===== src/rtl/lb_cnt_pkg.sv =====
// Shared FSM encoding and terminal-action mode names for the loadable counter.
package lb_cnt_pkg;

    typedef enum logic [1:0] {
        ST_IDLE = 2'd0,
        ST_RUN  = 2'd1,
        ST_STOP = 2'd2
    } state_t;

    localparam string MODE_CONTINUOUS = "CONTINUOUS";
    localparam string MODE_ONESHOT    = "ONESHOT";

endpackage


===== src/rtl/lb_cnt_slice.sv =====
// 2-bit up/down counter slice with ripple carry; loads {D1,D0} when LOAD.
// Latency: Q updates one CK after CE; CO is combinational from Q, CI, CON.
// Backpressure: CE=0 freezes the slice; no handshake.
module lb_cnt_slice (
    input  logic CK,
    input  logic RSTN,
    input  logic D0,
    input  logic D1,
    input  logic CI,
    input  logic CON,
    input  logic LOAD,
    input  logic CE,
    output logic Q0,
    output logic Q1,
    output logic CO
);

    logic [1:0] q;
    logic       cnt;

    // Carry is active-high going up, active-low (borrow) going down.
    assign cnt = CON ? CI : ~CI;
    assign CO  = CON ? (CI & q[0] & q[1]) : (CI | q[0] | q[1]);

    always_ff @(posedge CK or negedge RSTN) begin
        if (!RSTN) begin
            q <= 2'b00;
        end else if (CE) begin
            if (LOAD) begin
                q <= {D1, D0};
            end else if (cnt) begin
                q <= CON ? (q + 2'd1) : (q - 2'd1);
            end
        end
    end

    assign Q0 = q[0];
    assign Q1 = q[1];

endmodule


===== src/rtl/lb_cnt_ctrl.sv =====
// Loadable up/down counter with reload-on-terminal, TC pulse and one-shot mode.
// Latency: Q/TC/BUSY registered (1 CK); CO combinational from Q and CI.
// Backpressure: SP=0 freezes all state; no handshake.
module lb_cnt_ctrl
    import lb_cnt_pkg::*;
#(
    parameter int    WIDTH = 8,
    parameter string MODE  = MODE_CONTINUOUS
) (
    input  logic             CK,
    input  logic             RSTN,
    input  logic             SP,
    input  logic             CI,
    input  logic             CON,
    input  logic             LOAD,
    input  logic [WIDTH-1:0] D,
    output logic [WIDTH-1:0] Q,
    output logic             CO,
    output logic             TC,
    output logic             BUSY
);

    localparam int NS      = WIDTH / 2;
    localparam bit ONESHOT = (MODE == MODE_ONESHOT);

    if ((WIDTH < 2) || ((WIDTH % 2) != 0)) begin : g_bad_width
        $error("lb_cnt_ctrl: WIDTH must be even and at least 2");
    end

    state_t           state_q;
    state_t           state_d;
    logic [WIDTH-1:0] rld_q;
    logic             tc_q;
    logic [NS:0]      carry;
    logic [WIDTH-1:0] slice_d;
    logic             run;
    logic             term;
    logic             slice_load;
    logic             slice_ce;

    assign run   = (state_q == ST_RUN);
    // The chain's final carry/borrow already folds in the all-ones/all-zeros test.
    assign term  = SP & run & (CON ? CO : ~CO);

    assign slice_load = LOAD | term;
    assign slice_d    = LOAD ? D : rld_q;
    assign slice_ce   = SP & (LOAD | run);

    assign carry[0] = CI;
    assign CO       = carry[NS];

    for (genvar k = 0; k < NS; k++) begin : g_slice
        lb_cnt_slice u_slice (
            .CK   (CK),
            .RSTN (RSTN),
            .D0   (slice_d[2*k]),
            .D1   (slice_d[2*k+1]),
            .CI   (carry[k]),
            .CON  (CON),
            .LOAD (slice_load),
            .CE   (slice_ce),
            .Q0   (Q[2*k]),
            .Q1   (Q[2*k+1]),
            .CO   (carry[k+1])
        );
    end

    always_comb begin
        state_d = state_q;
        if (SP) begin
            if (LOAD) begin
                state_d = ST_RUN;
            end else if (term && ONESHOT) begin
                state_d = ST_STOP;
            end
        end
    end

    always_ff @(posedge CK or negedge RSTN) begin
        if (!RSTN) begin
            state_q <= ST_IDLE;
            rld_q   <= '0;
            tc_q    <= 1'b0;
        end else if (SP) begin
            state_q <= state_d;
            tc_q    <= term & ~LOAD;
            if (LOAD) begin
                rld_q <= D;
            end
        end
    end

    assign TC   = tc_q;
    assign BUSY = run;

endmodule


===== config.mk =====
export PLATFORM = sky130hd
export DESIGN_NAME = lb_cnt_ctrl
export DESIGN_NICKNAME = d
export VERILOG_FILES = /design/src/rtl/lb_cnt_pkg.sv /design/src/rtl/lb_cnt_slice.sv /design/src/rtl/lb_cnt_ctrl.sv
export SDC_FILE = /design/constraint.sdc
export NUM_CORES = 1
export LEC_CHECK = 0
export BUFFER_PORTS_ARGS = -buffer_cell sky130_fd_sc_hd__buf_2
export CAP_MARGIN = 40
export CORE_ASPECT_RATIO = 1.5
export CORE_MARGIN = 4
export CORE_UTILIZATION = 26
export CTS_CLUSTER_SIZE = 12
export DETAILED_ROUTE_END_ITERATION = 12
export GPL_ROUTABILITY_DRIVEN = 0
export PLACE_DENSITY = 0.48
export SLEW_MARGIN = 25
export SYNTH_ARGS = -nofsm -noshare
export SYNTH_HDL_FRONTEND = slang
export SYNTH_SLANG_ARGS = --single-unit

===== constraint.sdc =====
create_clock -name CK -period 2.4 [get_ports CK]
set_clock_uncertainty 0.05 [all_clocks]
set_input_delay 0.24 -clock CK [delete_from_list [all_inputs] [get_ports CK]]
set_output_delay 0.24 -clock CK [all_outputs]
set_load 0.05 [all_outputs]

==> results.yml <==
timing:
  rsz0062_at_grt: "false"
  final_period_demand_of_the_worst_path_ns: 2.19
  max_freq_ghz: 0.457
  slew_headroom_pct: 67.1
  tns_ns: 0
  final_worst_path_period_share_pct: 91.2
  finalHoldWorstSlack_ns: 0.151
  timing.final.ws_setup_ns: 0.212
  hold_viol: 0
  worst_pin_slew_ns: 0.489
  setup_violations: 0
  drv_slew: 0
place:
  preCtsSetupSlack_ns: 0.222
  postPlaceCellArea_um2: 1240
  port_buffers: 24
  dpl.hpwl_um: 2140
  place.detailed.instances: 186
synthesis:
  post-synth-top-area-fraction_pct: 38.5
  synth.yosys.warnings: 0
  yosysMostFrequentCell: "sky130_fd_sc_hd__nand2_1"
  postSynthCellCount: 131
  synth-edff-count: 0
  top_cell_types_by_occurrence_after_synthesis: "33 x sky130_fd_sc_hd__nand2_1, 18 x sky130_fd_sc_hd__dfrtp_1, 9 x sky130_fd_sc_hd__buf_4, 7 x sky130_fd_sc_hd__nor2_1"
  postSynthNetCount: 145
  ys_dominant_reg_cell: "sky130_fd_sc_hd__dfrtp_1"
  synth.distinct_cells: 41
  synthArstFlopShare_pct: 100
  ys_seq_area_share_pct: 38.5
  post_synthesis_average_cell_area_um2: 8.94
  synth_area_leader_cell: "sky130_fd_sc_hd__dfrtp_1"
  synth.area.top_cells: "sky130_fd_sc_hd__dfrtp_1 38%, sky130_fd_sc_hd__nand2_1 11%, sky130_fd_sc_hd__buf_4 5.8%"
  synth.cell_area_um2: 1170
  yosys_register_bits: 18
final_layout:
  flow.area_growth_from_synthesis_pct: 10.7
  fillCellCount: 477
  final_layout_size_suffix_gt1_share_pct: 23.6
  insertedDiodeCount: 0
  regArea_um2: 450
  finalNonFillerCells: 190
  multi_input_gate_area_um2: 602
  final_nets: 160
  final_core_util_pct: 30.3
  final_cell_area_um2: 1300
grt:
  maximum_number_of_pins_on_one_net_before_global_route_repair: 20
  grt_pass1_vias: 1034
  groute.usage.overall_pct: 10.3
  wire_length_of_the_first_global_routing_pass_um: 4800
  grt_overflow: 0
  antenna_found_initial: 0
floorplanning:
  die_area_um2: 5660
  placement_rows: 29
  floorplan.die.height_um: 90.2
  coreArea_um2: 4280
  dieWidth_um: 62.8
  io-pin-count: 25
  initial_core_util_pct: 27.4
power_and_ir_drop:
  ir_worst_vdd_uv: 282
  power_density_nw_per_um2: 714
  totalPowerFinal_mw: 0.926
  power_leakage_nw: 0.605
setup_path:
  slowest_delay_ns: 0.59
  startpoint_type: "register"
  worst-r2r-setup-slack_ns: 0.21
  crit_path_end_kind: "register"
  crit_fanout: 13
  critical_path.cell_chain: "or4_4, nor2_4, a41oi_4, nor4bb_1, o41ai_1"
  critical_path.n_buffers_inverters: 0
  timing_worst_setup_path_type: "register to register"
  cpLargestDelayFamily: "simple AND/OR/NAND/NOR gates"
  worst_path_slowest_cell: "sky130_fd_sc_hd__or4_4"
  worst_ep_required_time_ns: 2.50
  worstPathArrival_ns: 2.28
detailed_routing:
  wire_per_inst_um: 14.6
  finalWirelength_um: 2770
  remaining_drc_errors: 0
  drt_first_pass_iters: 3
  avgViaCountPerCell: 5.01
  initialDrtViolationCount: 17
  postRouteAntennaNets: 0
  vias: 952
clock_network:
  clock_edge_transition_at_the_registers_on_the_reported_setup_and_hold_paths_ns: 0.07
  post_cts_buffers: 0
  cts.repair.resized: 0
  cts_htree_levels: 1
  cts-root-buf: "sky130_fd_sc_hd__clkbuf_8"
  insertion_delay_ns: 0.25
  tritoncts_clock_tree: "built"
  clockBufferDepth: 2
  cts_made_buffers: 3
  cts-hold-fix-buffers: 1
  numClockSinks: 18
worst_hold_path:
  timing.hold.worst.class: "input pin to register"
outcome:
  outcome: "completed"
run:
  max-cap-violations: 0
## where the power goes
part	total, mW	switching [mW]	internal (mW)	leakage, nW
Clock	0.212	0.100	0.112	0.0216
Sequential	0.401	0.0547	0.346	0.216
Combinational	0.313	0.208	0.106	0.367
Total	0.926	0.363	0.564	0.605
## cells in the final DEF (no fill, tap or decap), types with 2 or more instances in the layout
cell	Yosys	layout
sky130_fd_sc_hd__nand2_1	33	33
sky130_fd_sc_hd__buf_2	2	24
sky130_fd_sc_hd__dfrtp_1	18	18
sky130_fd_sc_hd__nor2_1	7	7
sky130_fd_sc_hd__xor2_1	4	4
sky130_fd_sc_hd__xnor2_1	4	4
sky130_fd_sc_hd__mux2i_1	4	4
sky130_fd_sc_hd__nand3_1	3	3
sky130_fd_sc_hd__a21oi_1	3	3
sky130_fd_sc_hd__o21ai_0	3	3
sky130_fd_sc_hd__nand2b_1	3	3
sky130_fd_sc_hd__clkbuf_8	0	3
sky130_fd_sc_hd__or4_4	2	2
sky130_fd_sc_hd__nand4_1	2	2
sky130_fd_sc_hd__a21o_1	2	2
sky130_fd_sc_hd__o311ai_0	2	2
sky130_fd_sc_hd__nor3_1	2	2
sky130_fd_sc_hd__inv_1	2	2
## worst paths after layout
kind	cells past startpoint	start	endpoint
min in group asynchronous	2	RSTN	rld_q[0]$_DFFE_PN0P_
hold / removal	3	D[3]	rld_q[3]$_DFFE_PN0P_
setup / recovery	5	g_slice[0].u_slice.q[1]$_DFFE_PN0P_	g_slice[3].u_slice.q[1]$_DFFE_PN0P_
setup reg to reg	5	g_slice[0].u_slice.q[1]$_DFFE_PN0P_	g_slice[3].u_slice.q[1]$_DFFE_PN0P_
max in group asynchronous	2	RSTN	g_slice[1].u_slice.q[1]$_DFFE_PN0P_
hold reg to reg	2	rld_q[3]$_DFFE_PN0P_	rld_q[3]$_DFFE_PN0P_
## registers in the layout, indices dropped and copies added, names as in the netlist
name / count
TC: 1
g_slice.u_slice.q: 8
rld_q: 8
state_q: 1
## routing by layer
layer,routed length (um),part of all wire (%),global-route usage [%]
met2,1460,53,18.5
met1,1230,44,12.1
met5,0,0,0
met4,26,0.94,4.42
met3,56,2.0,1.37
## cell type report
| cell class | instances | share of cell area, % |
|---|---|---|
| Multi-Input combinational cell | 95 | 46.4 |
| Sequential cell | 18 | 34.7 |
| Clock buffer | 3 | 3.19 |
| Timing Repair Buffer | 26 | 10.6 |
| Tap cell | 46 | 4.44 |
| Inverter | 2 | 0.579 |
## worst reg2reg max path: stages (launching register included)
cell                       delay (ns)
sky130_fd_sc_hd__dfrtp_1         0.44
sky130_fd_sc_hd__or4_4           0.59
sky130_fd_sc_hd__nor2_4          0.18
sky130_fd_sc_hd__a41oi_4         0.27
sky130_fd_sc_hd__nor4bb_1        0.22
sky130_fd_sc_hd__o41ai_1         0.33
## cell families (layout without fill, tap and decap cells)
kind of cell / count (synthesis) / count (layout) / synth area share, %
buffers and inverters: 18 / 31 / 10.1
XOR/XNOR: 8 / 8 / 5.98
multiplexers: 4 / 4 / 3.42
AND/OR/NAND/NOR: 60 / 60 / 25.2
flip-flops: 18 / 18 / 38.5
AO/OA/AOI/OAI: 23 / 23 / 16.8
Note: power is estimated with default switching activity, not from simulation.
